`config.mk`:
```
export PLATFORM = sky130hd
export DESIGN_NAME = fifo_push_arb_flat
export DESIGN_NICKNAME = d
export VERILOG_FILES = /design/src/rtl/fifo_arb_pkg.sv /design/src/rtl/fifo_push_arb_if.sv /design/src/rtl/fifo_arb_rr_pick.sv /design/src/rtl/fifo_push_arb.sv /design/src/flat_wrapper.sv
export SDC_FILE = /design/constraint.sdc
export NUM_CORES = 1
export LEC_CHECK = 0
export BUFFER_PORTS_ARGS = -buffer_cell sky130_fd_sc_hd__buf_2
export CAP_MARGIN = 10
export CORE_AREA = 4 4 114 116
export DETAILED_ROUTE_END_ITERATION = 10
export DIE_AREA = 0 0 118 120
export HOLD_SLACK_MARGIN = 0.02
export SKIP_CTS_REPAIR_TIMING = 1
export SYNTH_ARGS = -nofsm -noshare
export SYNTH_HDL_FRONTEND = slang
export SYNTH_HIERARCHICAL = 1
export SYNTH_SLANG_ARGS = --single-unit
```
`constraint.sdc`:
```
create_clock -name clk -period 2.6 [get_ports clk]
set_input_delay 0 -clock clk [delete_from_list [all_inputs] [get_ports clk]]
set_output_delay 0 -clock clk [all_outputs]
set_load 0.05 [all_outputs]
```
`src/rtl/fifo_arb_pkg.sv`:
```
// Shared types and constants for the FIFO push arbiter.
package fifo_arb_pkg;

  localparam int FIFO_ARB_CNTW = 32;
  localparam int NREQ          = 4;

  typedef enum logic [1:0] {
    RUN   = 2'd0,
    DRAIN = 2'd1,
    DONE  = 2'd2
  } arb_state_t;

endpackage

```
`src/rtl/fifo_push_arb_if.sv`:
```
// Producer request/data lanes plus the FIFO push side, as seen by the arbiter.
interface fifo_push_arb_if #(
  parameter int busw = 32,
  parameter int nreq = 4
);
  logic [nreq-1:0]      req;
  logic [nreq*busw-1:0] din;
  logic [nreq-1:0]      gnt;
  logic                 fifo_full;
  logic                 fifo_push;
  logic [busw-1:0]      fifo_datain;

  modport master (
    input  req, din, fifo_full,
    output gnt, fifo_push, fifo_datain
  );

  modport slave (
    output req, din, fifo_full,
    input  gnt, fifo_push, fifo_datain
  );
endinterface

```
`src/rtl/fifo_arb_rr_pick.sv`:
```
// Round-robin pick: first set req bit searching upward from ptr, wrapping at nreq-1.
module fifo_arb_rr_pick
  import fifo_arb_pkg::*;
#(
  parameter int nreq = NREQ,
  localparam int pw  = (nreq > 1) ? $clog2(nreq) : 1
) (
  input  logic [nreq-1:0] req,
  input  logic [pw-1:0]   ptr,
  output logic [pw-1:0]   winner,
  output logic            any
);

  logic [pw-1:0] idx;

  // Scan farthest-first so the nearest requester at or after ptr is written last.
  always_comb begin
    winner = '0;
    any    = 1'b0;
    idx    = '0;
    for (int k = nreq - 1; k >= 0; k--) begin
      idx = pw'((int'(ptr) + k) % nreq);
      if (req[idx]) begin
        winner = idx;
        any    = 1'b1;
      end
    end
  end

endmodule

```
`src/rtl/fifo_push_arb.sv`:
```
// Round-robin push arbiter feeding one FIFO through a one-entry stage, with flush/drain.
// Optional per-requester grant counters enabled by FIFO_ARB_STATS_EN.
//
// state | meaning
// RUN   | normal arbitration, grants allowed
// DRAIN | no grants, waiting for the staged word to leave
// DONE  | flush_done pulse, back to RUN next cycle
module fifo_push_arb
  import fifo_arb_pkg::*;
#(
  parameter int busw = 32,
  parameter int nreq = NREQ,
  localparam int pw  = (nreq > 1) ? $clog2(nreq) : 1
) (
  input  logic                        clk,
  input  logic                        rst,
  fifo_push_arb_if.master             bus,
  input  logic                        flush,
  output logic                        flush_done,
  output logic [nreq*FIFO_ARB_CNTW-1:0] gnt_cnt
);

  arb_state_t    state, state_nxt;
  logic          stg_vld;
  logic [busw-1:0] stg_data;
  logic [pw-1:0] ptr, winner;
  logic          any, load;

  fifo_arb_rr_pick #(.nreq(nreq)) u_pick (
    .req    (bus.req),
    .ptr    (ptr),
    .winner (winner),
    .any    (any)
  );

  assign bus.fifo_push   = stg_vld & ~bus.fifo_full;
  assign bus.fifo_datain = stg_data;

  always_comb begin
    state_nxt  = state;
    flush_done = 1'b0;
    load       = 1'b0;
    bus.gnt    = '0;
    case (state)
      RUN: begin
        if (flush) begin
          state_nxt = DRAIN;
        end else if ((!stg_vld || bus.fifo_push) && any) begin
          load         = 1'b1;
          bus.gnt[winner] = 1'b1;
        end
      end
      DRAIN: begin
        if (!stg_vld || bus.fifo_push) state_nxt = DONE;
      end
      DONE: begin
        flush_done = 1'b1;
        state_nxt  = RUN;
      end
      default: state_nxt = RUN;
    endcase
  end

  always_ff @(posedge clk) begin
    if (rst) begin
      state    <= RUN;
      stg_vld  <= 1'b0;
      stg_data <= '0;
      ptr      <= '0;
    end else begin
      state <= state_nxt;
      if (load) begin
        stg_data <= bus.din[winner*busw +: busw];
        stg_vld  <= 1'b1;
        ptr      <= pw'((int'(winner) + 1) % nreq);
      end else if (bus.fifo_push) begin
        stg_vld <= 1'b0;
      end
    end
  end

`ifdef FIFO_ARB_STATS_EN
  // A grant is only issued to a requesting lane, so gnt[i] alone marks an accepted word.
  always_ff @(posedge clk) begin
    if (rst) begin
      gnt_cnt <= '0;
    end else begin
      for (int i = 0; i < nreq; i++) begin
        if (bus.gnt[i])
          gnt_cnt[i*FIFO_ARB_CNTW +: FIFO_ARB_CNTW] <= gnt_cnt[i*FIFO_ARB_CNTW +: FIFO_ARB_CNTW] + 1'b1;
      end
    end
  end
`else
  assign gnt_cnt = '0;
`endif

endmodule

```
`src/flat_wrapper.sv`:
```
// flat-port wrapper written by rule: the top's interface ports become plain ports
module fifo_push_arb_flat import fifo_arb_pkg::*;
#(
  parameter int busw = 32,
  parameter int nreq = NREQ,
  localparam int pw  = (nreq > 1) ? $clog2(nreq) : 1
)
  (clk, rst, flush, flush_done, gnt_cnt, bus_req, bus_din, bus_fifo_full, bus_gnt, bus_fifo_push, bus_fifo_datain);
  fifo_push_arb_if #(.busw(busw), .nreq(nreq)) bus_i ();
  input  logic clk;
  input  logic rst;
  input  logic flush;
  output logic flush_done;
  output logic [nreq*FIFO_ARB_CNTW-1:0] gnt_cnt;
  input wire logic [$bits(bus_i.req)-1:0] bus_req;
  input wire logic [$bits(bus_i.din)-1:0] bus_din;
  input wire logic [$bits(bus_i.fifo_full)-1:0] bus_fifo_full;
  output wire logic [$bits(bus_i.gnt)-1:0] bus_gnt;
  output wire logic [$bits(bus_i.fifo_push)-1:0] bus_fifo_push;
  output wire logic [$bits(bus_i.fifo_datain)-1:0] bus_fifo_datain;
  assign bus_i.req = bus_req;
  assign bus_i.din = bus_din;
  assign bus_i.fifo_full = bus_fifo_full;
  assign bus_gnt = bus_i.gnt;
  assign bus_fifo_push = bus_i.fifo_push;
  assign bus_fifo_datain = bus_i.fifo_datain;
  fifo_push_arb #(.busw(busw), .nreq(nreq)) u_core (.clk(clk), .rst(rst), .bus(bus_i), .flush(flush), .flush_done(flush_done), .gnt_cnt(gnt_cnt));
endmodule
```
; ---- Word-level counts from Yosys, hierarchy flattened
; Index checks and enable logic that the tools add are counted.
[op_classes]
bitwise_logic = 2
add_sub_neg = 4
magnitude_cmp = 6
div_mod_pow = 0
n_mul = 0
muxes = 30
shift = 1
n_reduce_logical = 7
n_eq_ne = 4
[op_table]
columns = op, n
row1 = 128-bit by 8-bit indexed part select with 32-bit output, 1
row2 = 2-bit by 3-bit less-than comparator with 1-bit output (second input constant), 5
row3 = 1-bit two-way mux, 15
row4 = 2-bit two-way mux, 6
row5 = 4-bit two-way mux, 3
row6 = 1-bit binary-select mux with 2-bit select, 4
row7 = 2-bit by 1-bit adder with 2-bit output (second input constant), 2
row8 = 2-bit adder (second input constant), 2
row9 = 2-bit case mux with 2 select lines, 1
row10 = 1-bit demux with 2-bit select, 1
row11 = 2-bit by 1-bit == test with 1-bit output (second input constant), 1
row12 = 2-bit == test (second input constant), 1
row13 = 2-bit by 1-bit >= comparator with 1-bit output (second input constant), 1
row14 = 1-bit logical AND, 2
row15 = 2-bit logical NOT, 1
row16 = 2-bit by 1-bit != test with 1-bit output (second input constant), 1
row17 = 2-bit != test (second input constant), 1
row18 = 2-bit AND reduction, 1
row19 = 2-bit nonzero test, 1
row20 = 1-bit AND, 1
row21 = 1-bit logical NOT, 1
row22 = 1-bit logical OR, 1
row23 = 1-bit NOT, 1
[totals]
inputBits = 136
latchBits = 0
romBits = 0
output_inout_bits = 166
wordCells = 58
ramBits = 0
memories = 0
ff_bits = 37

; ---- Depth between registers and ports, before layout
; Gate-level depths: netlist (run 1).
[logic_depth]
depth_word = 14
ltp_mapped = 9

; ---- Cells and area by module
; The synthesis (run 1) kept the hierarchy.
[modules_own_cells]
columns = module, area_each_um2, instances, cells_per_inst
row1 = fifo_push_arb, 3280.6, 1, 347
row2 = fifo_arb_rr_pick, 77.6, 1, 13

; ---- Worst setup path before layout (run 1)
; Ideal clock, no wire load.
[synth_timing]
path_type = reg2reg
start = register u_core.ptr[1]
end = register u_core.stg_data[10], in the netlist u_core/bus.fifo_datain[10]
t_arrival_ps = 1877
path_buffers = 2
path_stages_with_launch = 9
slack_ps = 591
period_less_slack_ps = 2009
setup_time_ps = 132
cell_sequence = dfxtp_1 > nand2b_1 > a21oi_1 > a211oi_2 > buf_2 > buf_4 > mux4_2 > nand3_1 > a21oi_1
[synth_via]
elab_cells_between_ends = 24
classes_between = add/sub (3) / shift (1) / mux (19) / reduce/logical (1)
[synth_lines]
columns = item, line_no
row1 = start: declaration, fifo_push_arb.sv:26  ; logic [pw-1:0] ptr, winner;
row2 = start signal: assignment, fifo_push_arb.sv:75  ; ptr <= pw'((int'(winner) + 1) % nreq);
row3 = 2-bit adder, fifo_arb_rr_pick.sv:22  ; idx = pw'((int'(ptr) + k) % nreq);
row4 = 1-bit binary-select mux with 2-bit select, fifo_arb_rr_pick.sv:23  ; if (req[idx]) begin
row5 = 1-bit two-way mux (implied by the code), fifo_arb_rr_pick.sv:23
row6 = 2-bit two-way mux (3 in a row), fifo_arb_rr_pick.sv:23
row7 = 2-bit two-way mux *, fifo_arb_rr_pick.sv:23
row8 = net u_core.winner[0], fifo_push_arb.sv:26
row9 = 128-bit by 8-bit indexed part select with 32-bit output *, fifo_push_arb.sv:73  ; stg_data <= bus.din[winner*busw +: busw];
row10 = end signal: assignment, fifo_push_arb.sv:73
row11 = end: declaration, fifo_push_arb.sv:25  ; logic [busw-1:0] stg_data;
; The timed path passes the listed nets; every way through them passes the cells marked *. The select of a mux whose other input is x is not followed.
; A chain may end at the register's enable or synchronous reset.

; ---- Worst setup path in the final report (run 1)
[layout_timing]
start = register u_core.ptr[0]
end = output port bus_gnt[1]
[layout_via]
elab_chain_len = 14
elab_cells_between_ends = 28
classes_between = add/sub (3) / order compare (2) / mux (21) / reduce/logical (2)
[layout_rtl]
columns = item, line_no
row1 = 2-bit adder, fifo_arb_rr_pick.sv:22
row2 = 1-bit binary-select mux with 2-bit select, fifo_arb_rr_pick.sv:23
row3 = 1-bit two-way mux (implied by the code), fifo_arb_rr_pick.sv:23
row4 = 2-bit two-way mux (3 in a row), fifo_arb_rr_pick.sv:23
row5 = 2-bit two-way mux *, fifo_arb_rr_pick.sv:23
row6 = net u_core.winner[1], fifo_push_arb.sv:26
row7 = 2-bit by 3-bit less-than comparator with 1-bit output (implied by the code) / 2-bit by 1-bit >= comparator with 1-bit output (equally long branches), fifo_push_arb.sv:50  ; bus.gnt[winner] = 1'b1;
row8 = 1-bit logical AND (implied by the code), fifo_push_arb.sv:50
row9 = 1-bit two-way mux (implied by the code), fifo_push_arb.sv:50
row10 = 1-bit demux with 2-bit select *, n/a
row11 = 4-bit two-way mux *, fifo_push_arb.sv:48  ; end else if ((!stg_vld || bus.fifo_push) && any) begin
row12 = 4-bit two-way mux *, fifo_push_arb.sv:46  ; if (flush) begin
row13 = 4-bit two-way mux *, fifo_push_arb.sv:44  ; case (state)
row14 = end: declaration, flat_wrapper.sv:18  ; output wire logic [$bits(bus_i.gnt)-1:0] bus_gnt;
; Marks and branches as above.

==> results of run 1 <==
## critical path, stage by stage (launching register included)
cell and delay [ps]:
sky130_fd_sc_hd__dfxtp_1 390, sky130_fd_sc_hd__nand2b_1 90, sky130_fd_sc_hd__a211oi_1 390, sky130_fd_sc_hd__nor2_4 50, sky130_fd_sc_hd__buf_4 270, sky130_fd_sc_hd__inv_1 140
sky130_fd_sc_hd__ha_1 140, sky130_fd_sc_hd__and3_1 170, sky130_fd_sc_hd__buf_2 280
## cell usage after synthesis, drive strengths merged, types with 3 or more instances
cell,instances,area (sq um)
buf,143,1060
clkbuf,13,50.0
and3,4,25.0
ha,4,50.1
mux4,32,721
nor2,4,15.0
nand2,3,11.3
nand3,33,165
o21ai,33,199
dfxtp,37,741
a21oi,36,180
## sequential cells by signal (all words and copies together), names as in the netlist
| name | count |
|---|---|
| u_core/stg_vld | 1 |
| u_core/state | 2 |
| u_core/bus.fifo_datain | 32 |
| u_core/ptr | 2 |
## worst paths after layout
path	from	end	cells past startpoint	slack, ps
worst min register to register	u_core/bus.fifo_datain[21]	u_core/bus.fifo_datain[21]	2	460
worst max register to register	u_core/ptr[1]	u_core/bus.fifo_datain[28]	6	550
worst max-delay path	u_core/ptr[0]	bus_gnt[1]	8	420
worst min-delay path	flush	u_core/state[0]	3	80
## metrics by stage
step / instance area [sq um] / instances / util
finish: 3980 / 662 / 0.334
global route: 3980 / 662 / 0.334
CTS: 3980 / 662 / 0.334
detailed placement: 3850 / 656 / 0.323
global placement: 3850 / 656 / 0.323
floorplan: 3830 / 487 / -
## layer usage
metal  track usage  routed length [um]  vias to the layer above
met3        0.0221                 758                        4
met4        0.0322                  63                        0
met2         0.222                5030                      170
met5             0                   0                        -
met1         0.135                3520                     1343
li1              -                   -                     1331
## kinds of logic (layout without fill, tap and decap cells)
family,count (synthesis),count (layout),share of synthesized area
AOI/OAI and AO/OA,72,72,0.121
adders and majority gates,4,4,0.0149
buffers and inverters,158,186,0.334
DFF,37,37,0.221
muxes,34,34,0.221
other,1,128,0.00112
and+or+nand+nor,54,54,0.0876
## layout make-up
type                       count  area (sq um)  area share
tap                          147           184      0.0463
timing repair buffer         178           916       0.230
inverter                       2          7.51     0.00189
clock inverter                 1          5.00     0.00126
sequential                    37           741       0.186
multi-input combinational    292          2000       0.503
clock buffer                   5           125      0.0315
## where the power goes
| group | internal, mW | switching, mW |
|---|---|---|
| Sequential | 0.622 | 0.0321 |
| Clock | 0.342 | 0.212 |
| Combinational | 0.330 | 0.857 |
| Total | 1.29 | 1.10 |
==> results.md, run 1 <==
- IR analysis of the VDD net gives a maximum drop of around 0.22 mV.
- The global-route usage over all layers is 0.117.
- CTS placed an instance of sky130_fd_sc_hd__clkbuf_16 at the clock tree root.
- The TritonCTS buffer count is 5.
- The final setup violation count is 0.
- The hold violation total from the final report is 0.
- The number of nets at the end of the flow is 656.
- The data required time at the worst endpoint is 2600 ps.
- The count of buffers added on input and output ports is 173.
- The first detailed-routing pass ran for 5 iterations.
- Relative to the synthesized area, the layout overhead comes to 18.4%.
- The post-detailed-route wirelength per cell is 14.2 um.
- The setup slack of the critical path after layout is 422 ps.
- Counting flops with an async set or reset pin after synthesis yields a share of 0.
- The per-cell via count in the routed design is ~4.3.
- The critical-path maximum fanout is 35.
- In the synthesized netlist the dominant register cell turns out to be sky130_fd_sc_hd__dfxtp_1.
- The clock reaches the later pin of the worst-skew pair after 270 ps.
- Data arrives at the worst endpoint at ~2200 ps.
- The nature of the critical path startpoint is a flop.
- The run finished with clean final reports.
- The total number of placement rows is 40.
- Headroom to the max-slew limit came out at 0.435.
- The wire length of the first global-routing pass is about 14000 um.
- In this run the vertical extent of the chip is about 120 um.
- The number of sinks on the clock net is 37.
- The minimum setup slack after placement is 541 ps.
- The top cell types in the final layout, fill and taps aside, are sky130_fd_sc_hd__buf_2 (173), sky130_fd_sc_hd__conb_1 (128), sky130_fd_sc_hd__dfxtp_1 (37).
- For the final database, setup skew stands at 4.68 ps.
- The minimum clock period after layout is roughly 2200 ps.
- The H-tree depth reported by CTS is 2.
- The remaining global-route overflow is 0.
- In this run, synthesis inferred 0 flip-flops with an integrated enable.
- After clock tree synthesis, the clock-pin slew on the worst setup and hold paths is 50 ps.
- The routed design has 9370 um of wire.
- The total of fill cells in the finished design is 1248.
- From left edge to right edge, the die measures around 120 um.
- The half-perimeter wire length after placement is roughly 7400 um.
- The reported max-cap violation count is 0.
- The count of mapped cells out of synthesis is 360.
- The category of the most critical setup path is reg -> out.
- The highest clock rate is about 460 MHz.
- For this run, design rule violations remaining after detail routing come to 0.
- The share of the Yosys chip area taken by registers is 0.221.
- The number of buffers on the longest clock path is 2.
- TritonCTS built the clock tree.
- Dividing the final minimum period by the clock period gives 0.838.
- The overall die area is approximately 14000 sq um.
- The number of global-route vias before repair came to 2700.
- The routed layout has 2848 vias.
- The count of nets left with antenna violations once routing finished came out at 0.
- The total power of the final layout is 2.40 mW.
- Counting distinct cell types in the post-synthesis netlist gives 31.
- In this run the power density over the cells is roughly 600 nW/um^2.
- Entering global routing, the biggest net connects 40 pins.
- For this design the static power due to leakage is just under 2 nW.
- The core footprint is 11900 sq um.
- The nature of the critical path endpoint is an output port.
- 0 antenna diodes ended up in the layout.
- Setup repair after global routing left no endpoint under its margin.
- At the pin with the least slew margin, the transition time is between 800 and 900 ps.
- In this run, the number of DRC markers left after iteration 0 of detailed routing was 75.
- The setup TNS after final layout is 0 ps.
- The number of I/O pins is 302.
- The post-synthesis sequential element count is 37.
- The initial core utilization is 0.282.
- The most frequent standard cell in the layout excluding fill and tap cells is sky130_fd_sc_hd__buf_2.
- The synthesized cell area is between 3000 and 4000 sq um.
- The path class of the tightest hold or removal check is in -> reg.
- The routability-driven placement congestion ratio is approximately 0.77.
- The final-report max-slew violation count is 0.
- The worst hold slack after final layout is 82.8 ps.
- The Yosys step of the flow raised 6 warnings.
- After synthesis, the mean cell area works out to between 9 and 10 sq um.
- In the final layout, the share of cells above drive strength 1 is 0.445.
- The initial antenna violation count is 0.
Power figures use the tool's default switching activity.
==> run 2: changes to the inputs <==
clock period = 2.05 ns   (was 2.6 ns; I/O delays follow)
==> run 2 against run 1 <==
Sequential share of layout area down 1.2 points. Routed wire length up 5.0%. Critical path depth unchanged. Non-clock buffer count up 8. Sequential cell count unchanged. Cell count up 1.5%. Clock skew up 0.66 ps. Die area unchanged. Sequential power up 28%.
==> results.md, run 2 (same netlist as run 1, synthesis figures left out) <==
- The internal power component is 1.75 mW (was 1.29 mW).
- The routability-driven placement congestion ratio was 0.791 (was 0.765).
- The number of iterations in the first detailed-routing pass is 4 (was 5).
- The proportion of power drawn by flip-flops and latches was 0.261 (was 0.273).
- The most frequent standard cell in the layout excluding fill and tap cells is sky130_fd_sc_hd__buf_2 (unchanged).
- The delay contributed by the slowest stage of the critical path is 500 ps (was 390 ps).
- The number of nets with antenna violations after detailed routing is 0 (unchanged).
- The pin count of the biggest net entering global routing is 38 (was 40).
- The critical path's slowest cell was sky130_fd_sc_hd__mux4_2 (was sky130_fd_sc_hd__dfxtp_1).
- The relative slew slack is 0.468 (was 0.435).
- The count of buffers inserted at the top-level ports is 173 (unchanged).
- CP Cell Sequence: mux2i_4 -> a211oi_4 -> buf_12 -> buf_8 -> clkbuf_16 -> mux4_2 -> nand3_2 -> a21oi_2 (was nand2b_1 -> a211oi_1 -> nor2_4 -> buf_4 -> inv_1 -> ha_1 -> and3_1 -> buf_2).
- The minimum setup slack after placement is 19.9 ps (was 541 ps).
- The number of antenna cells inserted is 0 (unchanged).
- Setup repair after global routing missed its margin: true (was false).
- The half-perimeter wire length after placement was 7680 um (was 7390 um).
- The count of cells along the worst register-to-register path is 8 (was 6).
- The total power of the final layout came to 3.20 mW (was 2.40 mW).
- The die boundary height is 120 um (unchanged).
- The number of nets at the end of the flow is 664 (was 656).
- The per-cell via count in the routed design is 4.33 (was 4.30).
- After layout, the minimum clock period comes to slightly above 2000 ps.
- The switching share of power is 0.454 (was 0.460).
- The growth of design area from synthesis to finish came to 27.3% (was 18.4%).
- Status: finished, final reports clean (unchanged).
- The nature of the critical path endpoint is a flop (was output port).
- Commonest cells after routing, fill and taps aside: sky130_fd_sc_hd__buf_2 (169), sky130_fd_sc_hd__conb_1 (128), sky130_fd_sc_hd__dfxtp_1 (35) (was sky130_fd_sc_hd__buf_2 (173), sky130_fd_sc_hd__conb_1 (128), sky130_fd_sc_hd__dfxtp_1 (37)).
- The pin slew with the least headroom to its limit came to 797 ps (was 848 ps).
- The clock root buffer is sky130_fd_sc_hd__clkbuf_16 (unchanged).
- The post-detailed-route wirelength per cell came to 14.6 um (was 14.2 um).
- The number of I/O pins was 302 (unchanged).
- The fraction of final layout cells with drive strength greater than 1 is 0.493 (was 0.445).
- The overall die area is 14200 sq um (unchanged).
- The launch point of the critical path is u_core/ptr[1] (was u_core/ptr[0]).
- Based on the critical path, the design can be clocked at up to 496 MHz.
- The setup slack of the critical path after layout is 35.1 ps (was 422 ps).
- The capturing element of the worst setup path is u_core/bus.fifo_datain[19] (was bus_gnt[1]).
- The power per cell area came to 748 nW/um^2 (was 602 nW/um^2).
- The leakage dissipation is 2.07 nW (was 1.97 nW).
- The class of the tightest hold or removal check was in -> reg (unchanged).
- The remaining global-route overflow came to 0 (unchanged).
- The fraction of power consumed by the clock network is 0.228 (was 0.231).
- The flip-flop count of the largest register after layout is 32 (unchanged).
- The clock-pin slew on the worst setup and hold paths is 60 ps (was 50 ps).
- The post-route fraction of the period consumed by the critical path is 0.983.
- The data required time at the worst endpoint is 2180 ps (was 2600 ps).
- The beginning of the worst register-to-register path is u_core/ptr[1] (unchanged).
- The critical-path maximum fanout is 6 (was 35).
- The cell family contributing the most delay on the critical path is multiplexers (was buffers and inverters).
- The endpoint of the worst register-to-register path is u_core/bus.fifo_datain[19] (was u_core/bus.fifo_datain[28]).
- The total number of placement rows was 40 (unchanged).
- The TritonCTS buffer count is 5 (unchanged).
- The nature of the critical path startpoint is a flop (unchanged).
- The category of the most critical setup path is reg -> reg (was reg -> out).
- The arrival time of the worst setup path came to 2140 ps (was 2180 ps).
- The DRC violation total after the first TritonRoute iteration was 86 (was 75).
- The final wirelength is 9840 um (was 9370 um).
- The reported max-cap violation count is 0 (unchanged).
- The global-route usage over all layers came to 0.123 (was 0.117).
- The wire length of the first global-routing pass came to 14000 um (was 13600 um).
- The minimum setup slack among reg-to-reg paths is 40 ps (was 550 ps).
- The number of sinks on the clock net is 37 (unchanged).
- The H-tree depth reported by CTS is 2 (unchanged).
- The core footprint is 11900 sq um (unchanged).
- The post-route DRC violation count is 0 (unchanged).
- The initial antenna violation count was 0 (unchanged).
- The clock skew after layout came to 5.34 ps (was 4.68 ps).
- The hold violation total from the final report is 0 (unchanged).
- The x dimension of the die is 118 um (unchanged).
- The total number of cells along the worst setup path came to 8 (unchanged).
- The final-report max-slew violation count is 0 (unchanged).
- The TritonCTS clock tree is built (unchanged).
- The final setup violation count came to 0 (unchanged).
- The number of global-route vias before repair is 2768 (was 2700).
- The sum of buffers and inverters on the critical path was 3 (unchanged).
- The insertion delay to the later sink of the worst-skew pair is 280 ps (was 270 ps).
- The number of buffers on the longest clock path is 2 (unchanged).
- The vias after detailed routing is 2908 (was 2848).
- The net load switching power is 1.45 mW (was 1.10 mW).
- The maximum ir drop on the vdd rail is 0.266 mV (was 0.225 mV).
- The initial core utilization came to 0.282 (unchanged).
- The share of total power in combinational logic is 0.511 (was 0.496).
run 2: per-stage QoR:
step           hold slack (ps)  area [sq um]  setup TNS, ps   util  std cells
3_3_place_gp               351          3910              0  0.328        659
6_report                  68.8          4280              0  0.359        672
4_1_cts                   58.6          4040           -237  0.339        667
3_5_place_dp               354          3910              0  0.328        659
5_1_grt                    103          4280           -449  0.359        672
2_1_floorplan              172          3830              0      -        487
run 2: area by class of cell:
cell class	instances	area (sq um)
multi-input combinational	292	2100
fill	1239	7640
timing repair buffer	186	1100
clock buffer	8	136
inverter	2	7.51
tap	147	184
sequential	37	746
run 2: metal layers:
metal	GRT usage	routed length (um)	vias up
met5	0	0	-
met1	0.137	3530	1371
li1	-	-	1348
met2	0.229	5260	177
met3	0.0264	852	12
met4	0.0447	203	0
run 2: worst min-delay path by stage:
stage	cells past startpoint	slack, ps	from	end
after floorplan	1	170	bus_fifo_full	bus_fifo_push
after global placement	3	350	bus_fifo_full	bus_fifo_push
after detailed placement	3	350	bus_fifo_full	bus_fifo_push
after CTS	3	60	flush	u_core/state[0]
after global routing	3	100	flush	u_core/state[0]
final	3	70	flush	u_core/state[0]
run 2: power by group through the flow:
| stage | Clock [mW] | Combinational, mW | Sequential (mW) |
|---|---|---|---|
| finish | 0.731 | 1.63 | 0.834 |
| CTS | 0.764 | 1.53 | 0.830 |
| detailed placement | 0 | 1.53 | 0.845 |
| floorplan | 0 | 1.21 | 1.05 |
| global placement | 0 | 1.52 | 0.841 |
| global route | 0.789 | 1.73 | 0.844 |
run 2: worst min-delay path, cell delays in order:
cell,delay [ps]
sky130_fd_sc_hd__buf_2,130
sky130_fd_sc_hd__mux2i_1,120
sky130_fd_sc_hd__nor3_1,50
==> run 3: changes to the inputs <==
CELL_PAD_IN_SITES_DETAIL_PLACEMENT = 1   (was unset)
CELL_PAD_IN_SITES_GLOBAL_PLACEMENT = 1   (was unset)
CORE_AREA = unset   (was 4 4 114 116)
CORE_ASPECT_RATIO = 0.5   (was unset)
CORE_MARGIN = 4   (was unset)
CORE_UTILIZATION = 26   (was unset)
DIE_AREA = unset   (was 0 0 118 120)
PLACE_DENSITY_LB_ADDON = 0.1   (was unset)
==> run 3 against run 2 <==
The run now ends with setup timing left. Die area is 5.3% higher. Sequential share of layout area down 0.34 points. Worst hold slack improved by 10 ps. Non-clock buffer count rose by 12. Power grew 3.1%. Cell count grew 5.2%. Fmax shrank 3.3%. Clock skew decreased by 0.94 ps. Via count increased by 1.6%. Register-to-register slack worse by 70 ps. Global-route usage is 1.2 points higher. Critical path type unchanged. Highest routed layer unchanged.
==> results.md, run 3 (same netlist as run 1, synthesis figures left out) <==
- The number of buffers on the longest clock path is 2 (unchanged).
- The relative slew slack was 0.462 (was 0.468).
- The number of antenna cells inserted is 0 (unchanged).
- The vias after detailed routing came to 2954 (was 2908).
- The final setup violation count is 13 (was 0).
- The number of nets with antenna violations after detailed routing was 0 (unchanged).
- The H-tree depth reported by CTS is 2 (unchanged).
- The flip-flop count of the largest register after layout is 32 (unchanged).
- The final-report max-slew violation count was 0 (unchanged).
- The end-of-flow core utilization is 0.344 (was 0.359).
- The count of buffers inserted at the top-level ports is 173 (unchanged).
- The category of the most critical setup path is reg -> reg (unchanged).
- The overall die area was 14900 sq um (was 14200 sq um).
- The post-route cell area was 4350 sq um (was 4280 sq um).
- The x dimension of the die came to 169 um (was 118 um).
- Setup repair after global routing missed its margin: true (unchanged).
- The insertion delay to the later sink of the worst-skew pair is 280 ps (about the same).
- The clock-pin slew on the worst setup and hold paths came to 60 ps (about the same).
- The delay contributed by the slowest stage of the critical path is 500 ps (about the same).
- The power per cell area is 758 nW/um^2 (was 748 nW/um^2).
- The cell family contributing the most delay on the critical path was multiplexers (unchanged).
- The post-route DRC violation count is 0 (unchanged).
- The growth of design area from synthesis to finish came to 29.6% (was 27.3%).
- The final instance count without filler cells was 707 (was 672).
- The number of global-route vias before repair is 2864 (was 2768).
- The minimum clock period after layout came to 2080 ps (was 2010 ps).
- The pin count of the biggest net entering global routing is 38 (unchanged).
- The pin slew with the least headroom to its limit is 805 ps (was 797 ps).
- The setup TNS after final layout is -220 ps (was 0 ps).
- The nature of the critical path startpoint is a flop (unchanged).
- The class of the tightest hold or removal check is in -> reg (unchanged).
- Commonest cells after routing, fill and taps aside: sky130_fd_sc_hd__buf_2 (170), sky130_fd_sc_hd__conb_1 (128), sky130_fd_sc_hd__dfxtp_1 (36) (was sky130_fd_sc_hd__buf_2 (169), sky130_fd_sc_hd__conb_1 (128), sky130_fd_sc_hd__dfxtp_1 (35)).
- The critical path's slowest cell is sky130_fd_sc_hd__mux4_2 (unchanged).
- Status: complete, but fails checks (was finished, final reports clean).
- The per-cell via count in the routed design is 4.18 (was 4.33).
- The maximum ir drop on the vdd rail is 0.306 mV (was 0.266 mV).
- The total number of placement rows is 29 (was 40).
- The total placed cells including tap cells is 687 (was 659).
- The core footprint was 12700 sq um (was 11900 sq um).
- The number of I/O pins is 302 (unchanged).
- The data required time at the worst endpoint is 2180 ps (about the same).
- The TritonCTS buffer count is 5 (unchanged).
- The total power of the final layout is 3.30 mW (was 3.20 mW).
- The number of nets at the end of the flow is 677 (was 664).
- The wire length of the first global-routing pass was 15900 um (was 14000 um).
- CP Cell Sequence: buf_4 -> mux2i_2 -> a211oi_4 -> buf_6 -> clkbuf_16 -> mux4_2 -> nand3_1 -> a21oi_1 (was mux2i_4 -> a211oi_4 -> buf_12 -> buf_8 -> clkbuf_16 -> mux4_2 -> nand3_2 -> a21oi_2).
- The final reports fail on setup timing.
- The hold violation total from the final report came to 0 (unchanged).
- The initial antenna violation count is 0 (unchanged).
- The half-perimeter wire length after placement came to 8810 um (was 7680 um).
- The cell area after placement is 3930 sq um (was 3910 sq um).
- The critical-path maximum fanout came to 6 (unchanged).
- The setup slack of the critical path after layout is -33.5 ps (was 35.1 ps).
- The clock skew after layout is 4.40 ps (was 5.34 ps).
- The nature of the critical path endpoint is a flop (unchanged).
- The most frequent standard cell in the layout excluding fill and tap cells is sky130_fd_sc_hd__buf_2 (unchanged).
- The routability-driven placement congestion ratio is 0.742 (was 0.791).
- The post-detailed-route wirelength per cell came to 16.7 um (was 14.6 um).
- The post-route fraction of the period consumed by the critical path was 1.02 (was 0.983).
- The highest clock rate is 480 MHz (was 496 MHz).
- The fraction of final layout cells with drive strength greater than 1 is 0.492 (was 0.493).
- The sum of buffers and inverters on the critical path came to 3 (unchanged).
- The initial core utilization came to 0.265 (was 0.282).
- The number of iterations in the first detailed-routing pass was 5 (was 4).
- The leakage dissipation is 2.12 nW (was 2.07 nW).
- The final wirelength came to 11800 um (was 9840 um).
- The DRC violation total after the first TritonRoute iteration came to 88 (was 86).
- The die boundary height is 88.4 um (was 120 um).
- The arrival time of the worst setup path is 2210 ps (was 2140 ps).
- The reported max-cap violation count is 0 (unchanged).
- The TritonCTS clock tree was built (unchanged).
- The number of sinks on the clock net is 37 (unchanged).
- The global-route usage over all layers came to 0.134 (was 0.123).
- The remaining global-route overflow is 0 (unchanged).
- The clock root buffer is sky130_fd_sc_hd__clkbuf_16 (unchanged).
-- run 3: changes by cell type in the layout (fill, tap and decap cells not counted), sizes merged --
cell and delta:
nor2 +1, buf +11
-- run 3: layout make-up --
cell class,instances,area [sq um]
Tap cell,170,213
Inverter,2,7.51
Multi-Input combinational cell,293,2080
Fill cell,1553,8310
Clock buffer,7,143
Timing Repair Buffer,198,1170
Sequential cell,37,744
-- run 3: worst paths after layout --
path | from | to | slack, ps | depth (start not counted)
worst max register to register | u_core/ptr[1] | u_core/bus.fifo_datain[22] | -30 | 8
worst min register to register | u_core/bus.fifo_datain[25] | u_core/bus.fifo_datain[25] | 460 | 2
worst max-delay path | u_core/ptr[1] | u_core/bus.fifo_datain[22] | -30 | 8
worst min-delay path | flush | u_core/state[0] | 80 | 3
-- run 3: per-stage QoR --
step	setup slack [ps]	hold slack (ps)
after floorplan	41.2	172
after global placement	-195	336
after detailed placement	-252	339
after CTS	-509	67.8
after global routing	-89.6	85.5
final	-33.5	78.9
-- run 3: routing by layer --
layer,track usage,routed length (um)
met4,0.0272,90
met3,0.0299,839
met2,0.242,5960
met5,0,0
met1,0.169,4960
-- run 3: power by group --
group | switching, mW | total, mW | internal, mW
combinational | 1.17 | 1.71 | 0.532
clock | 0.288 | 0.765 | 0.477
sequential | 0.0377 | 0.826 | 0.789
total | 1.50 | 3.30 | 1.80
-- run 3: worst reg2reg max path, stage by stage (launching register included) --
cell and delay, ps:
sky130_fd_sc_hd__dfxtp_4 350, sky130_fd_sc_hd__buf_4 140, sky130_fd_sc_hd__mux2i_2 160, sky130_fd_sc_hd__a211oi_4 240
sky130_fd_sc_hd__buf_6 180, sky130_fd_sc_hd__clkbuf_16 170, sky130_fd_sc_hd__mux4_2 510, sky130_fd_sc_hd__nand3_1 100
sky130_fd_sc_hd__a21oi_1 80
